## config.mk

```make
export PLATFORM = sky130hd
export DESIGN_NAME = ball2_survival_mode_collisiondetector_flat
export DESIGN_NICKNAME = d
export VERILOG_FILES = /design/src/rtl/ball2_survival_mode_collisiondetector_if.sv /design/src/rtl/ball2_survival_mode_collisiondetector.sv /design/src/flat_wrapper.sv
export SDC_FILE = /design/constraint.sdc
export NUM_CORES = 1
export LEC_CHECK = 0
export ABC_AREA = 1
export CAP_MARGIN = 25
export CORE_MARGIN = 8
export CORE_UTILIZATION = 51
export CTS_CLUSTER_DIAMETER = 200
export CTS_CLUSTER_SIZE = 14
export DETAILED_ROUTE_END_ITERATION = 16
export PLACE_DENSITY = 0.87
export SYNTH_ARGS = -nofsm -noshare
export SYNTH_HDL_FRONTEND = slang
export SYNTH_SLANG_ARGS = --single-unit
export TNS_END_PERCENT = 30
```

## constraint.sdc

```tcl
create_clock -name clk -period 1.8 [get_ports clk]
set_clock_uncertainty 0.1 [all_clocks]
set_input_delay 0.18 -clock clk [delete_from_list [all_inputs] [get_ports clk]]
set_output_delay 0.18 -clock clk [all_outputs]
set_load 0.01 [all_outputs]
```

## src/rtl/ball2_survival_mode_collisiondetector_if.sv

```systemverilog
`default_nettype none
// ============================================================================
// Module   : ball2_survival_mode_collisiondetector_if
// Brief    : Pixel-scan inputs and collision outputs of the survival-mode
//            collision detector, grouped as one bundle.
// Revision : 1.0 - initial release
// ============================================================================
interface ball2_survival_mode_collisiondetector_if;
  logic       startOfFrame;
  logic       ballDrawingRequest;
  logic [3:0] offsetX;
  logic [3:0] offsetY;
  logic       bracketsDR;
  logic       obstacleDR;
  logic       bumperDR;
  logic       movingObstacleDR;
  logic       wormhole1DR;
  logic       wormhole2DR;
  logic       leftFlipperDR;
  logic       rightFlipperDR;
  logic       gameOver;
  logic       startGame;
  logic       collisionBrackets;
  logic       collisionObstacle;
  logic       collisionBumper;
  logic       collisionMovingObstacle;
  logic       collisionWormhole1;
  logic       collisionWormhole2;
  logic       collisionLeftFlipper;
  logic       collisionRightFlipper;
  logic [3:0] HitEdgeCode;
  logic [7:0] bumperHitCount;

  modport master (
    output startOfFrame, ballDrawingRequest, offsetX, offsetY,
           bracketsDR, obstacleDR, bumperDR, movingObstacleDR,
           wormhole1DR, wormhole2DR, leftFlipperDR, rightFlipperDR,
           gameOver, startGame,
    input  collisionBrackets, collisionObstacle, collisionBumper,
           collisionMovingObstacle, collisionWormhole1, collisionWormhole2,
           collisionLeftFlipper, collisionRightFlipper,
           HitEdgeCode, bumperHitCount
  );

  modport slave (
    input  startOfFrame, ballDrawingRequest, offsetX, offsetY,
           bracketsDR, obstacleDR, bumperDR, movingObstacleDR,
           wormhole1DR, wormhole2DR, leftFlipperDR, rightFlipperDR,
           gameOver, startGame,
    output collisionBrackets, collisionObstacle, collisionBumper,
           collisionMovingObstacle, collisionWormhole1, collisionWormhole2,
           collisionLeftFlipper, collisionRightFlipper,
           HitEdgeCode, bumperHitCount
  );
endinterface
`default_nettype wire

```

## src/rtl/ball2_survival_mode_collisiondetector.sv

```systemverilog
`default_nettype none
// ============================================================================
// Module   : ball2_survival_mode_collisiondetector
// Brief    : Accumulates ball/object pixel overlaps over a frame and emits
//            one-clock collision pulses plus an edge code one cycle after SOF.
// Revision : 1.0 - initial release
// ============================================================================
module ball2_survival_mode_collisiondetector #(
  parameter int BALL_WIDTH        = 16,
  parameter int BALL_HEIGHT       = 16,
  parameter int EDGE_WIDTH        = 3,
  parameter int WORMHOLE_COOLDOWN = 30
) (
  input  wire logic                                  clk,
  input  wire logic                                  resetN,
  ball2_survival_mode_collisiondetector_if.slave     bus
);

  localparam int         c_CD_W     = $clog2(WORMHOLE_COOLDOWN + 1);
  localparam logic [3:0] c_EDGE     = 4'(EDGE_WIDTH);
  localparam logic [3:0] c_RIGHT    = 4'(BALL_WIDTH - EDGE_WIDTH);
  localparam logic [3:0] c_BOTTOM   = 4'(BALL_HEIGHT - EDGE_WIDTH);
  localparam logic [c_CD_W-1:0] c_COOLDOWN = c_CD_W'(WORMHOLE_COOLDOWN);
  localparam logic [c_CD_W-1:0] c_CD_ONE   = c_CD_W'(1);

  localparam int c_BUMPER = 2;
  localparam int c_WH1    = 4;
  localparam int c_WH2    = 5;

  typedef enum logic [0:0] {
    ST_SCAN = 1'b0,
    ST_EMIT = 1'b1
  } state_t;

  state_t              r_state;
  state_t              w_state_next;
  logic [7:0]          r_acc;
  logic [3:0]          r_edge_acc;
  logic [7:0]          r_shadow;
  logic [3:0]          r_shadow_edge;
  logic [3:0]          r_hit_edge;
  logic [c_CD_W-1:0]   r_cooldown;
  logic [7:0]          r_bump_cnt;

  logic [7:0]          w_dr;
  logic [7:0]          w_hit;
  logic [3:0]          w_pix_edge;
  logic [3:0]          w_edge;
  logic [7:0]          w_frame_flags;
  logic [7:0]          w_coll;
  logic                w_clear;
  logic                w_sof;
  logic                w_cd_idle;

  assign w_dr = {bus.rightFlipperDR, bus.leftFlipperDR, bus.wormhole2DR, bus.wormhole1DR,
                 bus.movingObstacleDR, bus.bumperDR, bus.obstacleDR, bus.bracketsDR};
  assign w_hit      = bus.ballDrawingRequest ? w_dr : 8'h00;
  assign w_pix_edge = {bus.offsetX < c_EDGE, bus.offsetY < c_EDGE,
                       bus.offsetX >= c_RIGHT, bus.offsetY >= c_BOTTOM};
  assign w_edge     = (|w_hit) ? w_pix_edge : 4'h0;
  assign w_clear    = bus.gameOver | bus.startGame;
  assign w_sof      = (r_state == ST_SCAN) && bus.startOfFrame;
  assign w_cd_idle  = (r_cooldown == '0);

  // Wormhole masking is decided with the cooldown value seen at SOF, before it decrements.
  always_comb begin
    w_frame_flags        = r_acc;
    w_frame_flags[c_WH1] = r_acc[c_WH1] & w_cd_idle;
    w_frame_flags[c_WH2] = r_acc[c_WH2] & ~r_acc[c_WH1] & w_cd_idle;
  end

  always_comb begin
    w_state_next = r_state;
    w_coll       = 8'h00;
    case (r_state)
      ST_SCAN: if (bus.startOfFrame) w_state_next = ST_EMIT;
      ST_EMIT: begin
        w_state_next = ST_SCAN;
        w_coll       = r_shadow;
      end
    endcase
    if (w_clear) begin
      w_state_next = ST_SCAN;
      w_coll       = 8'h00;
    end
  end

  always_ff @(posedge clk or negedge resetN) begin
    if (!resetN) r_state <= ST_SCAN;
    else         r_state <= w_state_next;
  end

  always_ff @(posedge clk or negedge resetN) begin
    if (!resetN) begin
      r_acc         <= 8'h00;
      r_edge_acc    <= 4'h0;
      r_shadow      <= 8'h00;
      r_shadow_edge <= 4'h0;
      r_hit_edge    <= 4'h0;
      r_cooldown    <= '0;
      r_bump_cnt    <= 8'h00;
    end else if (w_clear) begin
      r_acc         <= 8'h00;
      r_edge_acc    <= 4'h0;
      r_shadow      <= 8'h00;
      r_shadow_edge <= 4'h0;
      r_hit_edge    <= 4'h0;
      r_cooldown    <= '0;
      r_bump_cnt    <= 8'h00;
    end else begin
      if (w_sof) begin
        r_shadow      <= w_frame_flags;
        r_shadow_edge <= r_edge_acc;
        r_acc         <= w_hit;
        r_edge_acc    <= w_edge;
        if (!w_cd_idle) r_cooldown <= r_cooldown - c_CD_ONE;
      end else begin
        r_acc      <= r_acc | w_hit;
        r_edge_acc <= r_edge_acc | w_edge;
      end
      if (r_state == ST_EMIT) begin
        r_hit_edge <= r_shadow_edge;
        if (r_shadow[c_WH1] | r_shadow[c_WH2]) r_cooldown <= c_COOLDOWN;
        if (r_shadow[c_BUMPER] && (r_bump_cnt != 8'hFF)) r_bump_cnt <= r_bump_cnt + 8'd1;
      end
    end
  end

  assign bus.collisionBrackets       = w_coll[0];
  assign bus.collisionObstacle       = w_coll[1];
  assign bus.collisionBumper         = w_coll[2];
  assign bus.collisionMovingObstacle = w_coll[3];
  assign bus.collisionWormhole1      = w_coll[4];
  assign bus.collisionWormhole2      = w_coll[5];
  assign bus.collisionLeftFlipper    = w_coll[6];
  assign bus.collisionRightFlipper   = w_coll[7];
  assign bus.HitEdgeCode             = r_hit_edge;
  assign bus.bumperHitCount          = r_bump_cnt;

endmodule
`default_nettype wire

```

## src/flat_wrapper.sv

```systemverilog
// flat-port wrapper written by rule: the top's interface ports become plain ports
module ball2_survival_mode_collisiondetector_flat 
#(
  parameter int BALL_WIDTH        = 16,
  parameter int BALL_HEIGHT       = 16,
  parameter int EDGE_WIDTH        = 3,
  parameter int WORMHOLE_COOLDOWN = 30
)
  (clk, resetN, bus_startOfFrame, bus_ballDrawingRequest, bus_offsetX, bus_offsetY, bus_bracketsDR, bus_obstacleDR, bus_bumperDR, bus_movingObstacleDR, bus_wormhole1DR, bus_wormhole2DR, bus_leftFlipperDR, bus_rightFlipperDR, bus_gameOver, bus_startGame, bus_collisionBrackets, bus_collisionObstacle, bus_collisionBumper, bus_collisionMovingObstacle, bus_collisionWormhole1, bus_collisionWormhole2, bus_collisionLeftFlipper, bus_collisionRightFlipper, bus_HitEdgeCode, bus_bumperHitCount);
  ball2_survival_mode_collisiondetector_if bus_i ();
  input  wire logic clk;
  input  wire logic resetN;
  input wire logic [$bits(bus_i.startOfFrame)-1:0] bus_startOfFrame;
  input wire logic [$bits(bus_i.ballDrawingRequest)-1:0] bus_ballDrawingRequest;
  input wire logic [$bits(bus_i.offsetX)-1:0] bus_offsetX;
  input wire logic [$bits(bus_i.offsetY)-1:0] bus_offsetY;
  input wire logic [$bits(bus_i.bracketsDR)-1:0] bus_bracketsDR;
  input wire logic [$bits(bus_i.obstacleDR)-1:0] bus_obstacleDR;
  input wire logic [$bits(bus_i.bumperDR)-1:0] bus_bumperDR;
  input wire logic [$bits(bus_i.movingObstacleDR)-1:0] bus_movingObstacleDR;
  input wire logic [$bits(bus_i.wormhole1DR)-1:0] bus_wormhole1DR;
  input wire logic [$bits(bus_i.wormhole2DR)-1:0] bus_wormhole2DR;
  input wire logic [$bits(bus_i.leftFlipperDR)-1:0] bus_leftFlipperDR;
  input wire logic [$bits(bus_i.rightFlipperDR)-1:0] bus_rightFlipperDR;
  input wire logic [$bits(bus_i.gameOver)-1:0] bus_gameOver;
  input wire logic [$bits(bus_i.startGame)-1:0] bus_startGame;
  output wire logic [$bits(bus_i.collisionBrackets)-1:0] bus_collisionBrackets;
  output wire logic [$bits(bus_i.collisionObstacle)-1:0] bus_collisionObstacle;
  output wire logic [$bits(bus_i.collisionBumper)-1:0] bus_collisionBumper;
  output wire logic [$bits(bus_i.collisionMovingObstacle)-1:0] bus_collisionMovingObstacle;
  output wire logic [$bits(bus_i.collisionWormhole1)-1:0] bus_collisionWormhole1;
  output wire logic [$bits(bus_i.collisionWormhole2)-1:0] bus_collisionWormhole2;
  output wire logic [$bits(bus_i.collisionLeftFlipper)-1:0] bus_collisionLeftFlipper;
  output wire logic [$bits(bus_i.collisionRightFlipper)-1:0] bus_collisionRightFlipper;
  output wire logic [$bits(bus_i.HitEdgeCode)-1:0] bus_HitEdgeCode;
  output wire logic [$bits(bus_i.bumperHitCount)-1:0] bus_bumperHitCount;
  assign bus_i.startOfFrame = bus_startOfFrame;
  assign bus_i.ballDrawingRequest = bus_ballDrawingRequest;
  assign bus_i.offsetX = bus_offsetX;
  assign bus_i.offsetY = bus_offsetY;
  assign bus_i.bracketsDR = bus_bracketsDR;
  assign bus_i.obstacleDR = bus_obstacleDR;
  assign bus_i.bumperDR = bus_bumperDR;
  assign bus_i.movingObstacleDR = bus_movingObstacleDR;
  assign bus_i.wormhole1DR = bus_wormhole1DR;
  assign bus_i.wormhole2DR = bus_wormhole2DR;
  assign bus_i.leftFlipperDR = bus_leftFlipperDR;
  assign bus_i.rightFlipperDR = bus_rightFlipperDR;
  assign bus_i.gameOver = bus_gameOver;
  assign bus_i.startGame = bus_startGame;
  assign bus_collisionBrackets = bus_i.collisionBrackets;
  assign bus_collisionObstacle = bus_i.collisionObstacle;
  assign bus_collisionBumper = bus_i.collisionBumper;
  assign bus_collisionMovingObstacle = bus_i.collisionMovingObstacle;
  assign bus_collisionWormhole1 = bus_i.collisionWormhole1;
  assign bus_collisionWormhole2 = bus_i.collisionWormhole2;
  assign bus_collisionLeftFlipper = bus_i.collisionLeftFlipper;
  assign bus_collisionRightFlipper = bus_i.collisionRightFlipper;
  assign bus_HitEdgeCode = bus_i.HitEdgeCode;
  assign bus_bumperHitCount = bus_i.bumperHitCount;
  ball2_survival_mode_collisiondetector #(.BALL_WIDTH(BALL_WIDTH), .BALL_HEIGHT(BALL_HEIGHT), .EDGE_WIDTH(EDGE_WIDTH), .WORMHOLE_COOLDOWN(WORMHOLE_COOLDOWN)) u_core (.clk(clk), .resetN(resetN), .bus(bus_i));
endmodule
```

# --- Word level (Yosys, flattened, before mapping) ---
# Cells that the tools add are included.
op_classes:
  reduce_logical: 8
  n_mux: 25
  n_bitwise: 9
  eq_ne: 1
  n_addsub: 2
  order_cmp: 4
ops:
  columns: ["operator", "count"]
  rows:
  - ["8-bit two-way mux", 10]
  - ["4-bit two-way mux", 7]
  - ["5-bit two-way mux", 5]
  - ["8-bit by 1-bit adder with 8-bit output, second input constant", 1]
  - ["4-bit greater-or-equal comparator, second input constant", 2]
  - ["4-bit by 2-bit < comparator with 1-bit output, second input constant", 2]
  - ["8-bit inequality test, second input constant", 1]
  - ["8-bit OR", 1]
  - ["8-bit OR reduction", 1]
  - ["2-bit nonzero test", 3]
  - ["5-bit zero test", 1]
  - ["5-bit by 1-bit subtractor with 5-bit output, second input constant", 1]
  - ["4-bit OR", 1]
  - ["1-bit bitwise AND", 3]
  - ["1-bit logical AND", 2]
  - ["1-bit two-way mux", 2]
  - ["1-bit inverter", 2]
  - ["1-bit OR", 2]
  - ["1-bit case mux with 2 select lines", 1]
  - ["2-bit AND reduction", 1]
word_totals:
  output_inout_bits: 20
  register_bits: 42
  in_bits: 22

# --- Depth between registers and ports, before layout ---
logic_depth:
  ltp_word: 6
  depth_mapped: 9

# --- Worst setup path after synthesis ---
# Ideal clock, no wire load.
synth_path:
  kind: "register to register"
  start: "reg u_core.r_bump_cnt[0] (netlist: u_core.bus.bumperHitCount[0])"
  end: "reg u_core.r_bump_cnt[7] (netlist: u_core.bus.bumperHitCount[7])"
  arrival_time_ps: 1133
  required_time_ps: 1582
  path_buffers: 0
  setup_ps: 118
  stages_incl_launch_ff: 10
  path_slack_ps: 448
  cell_sequence: "dfrtp_1 ha_1 nand3_2 inv_1 nand2_1 nand2_2 nand2_4 inv_2 nand2_1 nand2_1"
synth_via:
  elab_chain_len: 4
  elab_cells_between_ends: 8
synth_lines:
  columns: ["element", "line_no", "source"]
  rows:
  - ["start, declared", "ball2_survival_mode_collisiondetector.sv:43", "logic [7:0] r_bump_cnt;"]
  - ["start signal, assigned", "ball2_survival_mode_collisiondetector.sv:124", "if (r_shadow[c_BUMPER] && (r_bump_cnt != 8'hFF)) r_bump_cnt <= r_bump_cnt + 8'd1;"]
  - ["8-bit by 1-bit adder with 8-bit output / 8-bit inequality test (equally long branches)", "ball2_survival_mode_collisiondetector.sv:124", null]
  - ["8-bit two-way mux / 1-bit logical AND (equally long branches)", "ball2_survival_mode_collisiondetector.sv:124", null]
  - ["8-bit two-way mux / 2-bit nonzero test (equally long branches)", null, null]
  - ["8-bit two-way mux / 2-bit AND reduction (equally long branches)", null, null]
# Parallel ways exist; a longest one is shown, timed or not. The select of a mux whose other input is x is not followed.
# A chain may end at the register's enable or synchronous reset.

# --- Worst setup path after layout ---
layout_path:
  start: "reg u_core.r_bump_cnt[3] (netlist: u_core.bus.bumperHitCount[3])"
  end: "out bus_bumperHitCount[3]"
layout_lines:
  columns: ["element", "line_no", "source"]
  rows:
  - ["end, declared", "flat_wrapper.sv:36", "output wire logic [$bits(bus_i.bumperHitCount)-1:0] bus_bumperHitCount;"]
# No word-level cell between the ends.

==> impl_metrics.toml <==
[route]
first_pass_iters = 4
drc = 0
vias = 1855
wl_per_cell_microns = 14.5
via_per_inst = 5.24
dr.first_iter.drc_count = 106
drtAntennaViolNets = 0
drt_wl_total_microns = 5150

[critical_path]
cp-end-kind = "output pin"
path_cells = "clkdlybuf4s50_1"
worstSetupPathType = "flip-flop to output pin"
crit_buf_inv = 1
arrival_ns = 1.34
worstPathMaxFanout = 5
crit_path_top_delay_cell = "clkdlybuf4s50_1"
rr_endpoint = "u_core.bus.bumperHitCount[3]"
cp.required_ns = 1.52
reg2reg_depth = 9
critPathMaxStageDelay_ns = 0.58
rrSetupSlack_ns = 0.31
worst-path-stages = 1
r2r_start = "u_core.bus.bumperHitCount[1]"
crit_family = "buffers and inverters"
critPathLaunchType = "flip-flop"

[finish]
fin_nets = 327
diodes = 0
areaGrowthSynthToFinish_pct = 28.1
multi_input_area_sq_um = 861
finalNonFillerCells = 354
final_design_area_no_fill_sq_um = 2750
drive_gt1_frac = 0.148
finish.utilization = 0.682
seq_area_sq_um = 1050
n_fill_cell = 331

[floorplanning]
die_y_microns = 80.8
io_pins = 42
core_sq_um = 4030
dieArea_sq_um = 6540
die_x_microns = 80.8
initial_core_util = 0.532
rows = 23

[run]
maxCapViolations = 0

[clock_network]
cts.sinks = 42
root_buffer = "clkbuf_8"
clock_path_buffers = 2
clk_pin_slew_ns = 0.08
cts_buffers = 5
post_cts_buffers = 0
cts_tree = "done"
h-tree-depth = 2
clk_latency_ns = 0.30

[yosys]
ys_ff_latch = 42
netlist_area_sq_um = 2140
synthesis.nets = 274
synth_top_area_frac = 0.490
yosysWarnings = 0
ys.flop_type = "dfrtp_1"
syn_inst = 250
seq_area_frac_synth = 0.490
synth-edff-count = 0
synthTopCellsByCount = "nand2_1, inv_1, dfrtp_1, nand3_1, nor2_1"
synthDistinctLibCells = 28
synthArstFlopShare = 1.00
synth_largest_area_cell = "dfrtp_1"
avgSynthCellArea_sq_um = 8.58
yosys.cell_count.top_type = "nand2_1"
synth_area_leaders = "dfrtp_1, nand2_1, inv_1"

[global_route]
antenna_found_initial = 0
gr-usage-all-layers = 0.170
grt_max_degree = 43
grt_pass1_vias = 1962
grt-ovfl-total = 0
grt_pass1_wl_microns = 8750

[pwr]
pwr-share-comb = 0.118
powerDensity_nw_per_um2 = 666
power_uw = 1830
switching_share = 0.259
seqPwrFrac = 0.528
netSwitchingPower_uw = 473
p_leak_uw = 0.00134
ir_drop_mv = 0.331
pwr-share-clk = 0.354
internal_power_uw = 1360

[run_status]
status = "finished, final reports clean"

[sta]
fin_ws_ns = 0.181
rsz0062_at_grt = "no"
finalMaxSlewViolations = 0
maxSlewHeadroom = 0.607
setup_viol_count_final = 0
hold_violations = 0
worst_pin_slew_ns = 0.584
period_share = 0.900
fin_crit_ns = 1.62
fmax_ghz = 0.618

[worst_hold_path]
hold_depth = 4
hold_path_class = "input port to flip-flop"
min_from = "bus_gameOver"
min_to = "u_core.bus.HitEdgeCode[0]"

[placement]
dp_cells = 345
post-dp-hpwl_microns = 3760
place_congestion = 0.803
placed_area_sq_um = 2650
port_buffers = 41
pre_cts_slack_ns = -0.170
-- layer usage --
layer,up-vias,track usage,wire (microns),share of wire
met2,55,0.285,2650,0.52
met4,0,0.0893,110,0.021
met5,-,0,0,0
met3,9,0.0386,300,0.058
met1,889,0.198,2080,0.40
li1,902,-,-,-
-- cell usage in the layout, fill, tap and decap left out, types with 3 or more instances in the layout --
cell	n
nor2_1	20
nand4_1	4
nand3_1	27
buf_4	9
o21ai_0	10
inv_1	43
clkbuf_8	6
dfrtp_1	41
a21oi_1	6
dlygate4sd2_1	10
clkdlybuf4s50_1	30
nand2_4	3
o22ai_1	7
nand2_1	47
o21ai_2	11
xor2_1	4
-- worst max path at each step --
stage | startpoint | to | slack, ns
global route | u_core.bus.bumperHitCount[2] | bus_bumperHitCount[2] | 0.13
finish | u_core.bus.bumperHitCount[3] | bus_bumperHitCount[3] | 0.18
floorplan | u_core.bus.bumperHitCount[0] | u_core.bus.bumperHitCount[7] | 0.45
global placement | bus_startGame | bus_collisionBumper | -0.13
detailed placement | bus_startGame | bus_collisionLeftFlipper | -0.17
CTS | u_core.bus.bumperHitCount[2] | bus_bumperHitCount[2] | 0.18
-- power by group through the flow --
stage / registers (uW) / clock network, uW / logic [uW]
finish: 966 / 649 / 216
floorplan: 982 / 0 / 112
global route: 968 / 690 / 237
detailed placement: 984 / 0 / 214
CTS: 966 / 652 / 216
global placement: 983 / 0 / 207
-- what timing repair did --
| action | in CTS | in global routing |
|---|---|---|
| resized for setup | 12 | 0 |
| endpoints found under the hold margin | 42 | 0 |
| endpoints found under the setup margin | 8 | 0 |
| hold buffers | 1 | 0 |
-- stage by stage --
step / setup TNS (ns) / hold WS (ns)
6_report: 0 / 0.357
5_1_grt: 0 / 0.378
4_1_cts: 0 / 0.356
3_5_place_dp: -1.19 / 0.173
3_3_place_gp: -1.02 / 0.169
2_1_floorplan: 0 / -0.216
-- kinds of logic after synthesis --
logic type | Yosys count | share of synthesized area
flops | 42 | 0.490
buf+inv | 53 | 0.111
compound gates | 41 | 0.130
xor+xnor | 4 | 0.0163
fa+ha+maj | 2 | 0.0117
simple gates | 108 | 0.242
-- registers in the layout, indices dropped and copies added (netlist names) --
register                   cells
u_core.bus.HitEdgeCode         4
u_core.bus.bumperHitCount      8
u_core.r_acc                   8
u_core.r_cooldown              5
u_core.r_edge_acc              4
u_core.r_shadow                8
u_core.r_shadow_edge           4
u_core.r_state                 1
-- cell type report --
type                    instances  share of cell area
multi-input cells             155               0.313
inverters                      47              0.0679
clock buffers                   6              0.0301
flip-flops and latches         42               0.383
repair buffers                 52               0.179
well taps                      50              0.0228
clock inverters                 2             0.00455
Note: power is estimated with default switching activity, not from simulation.
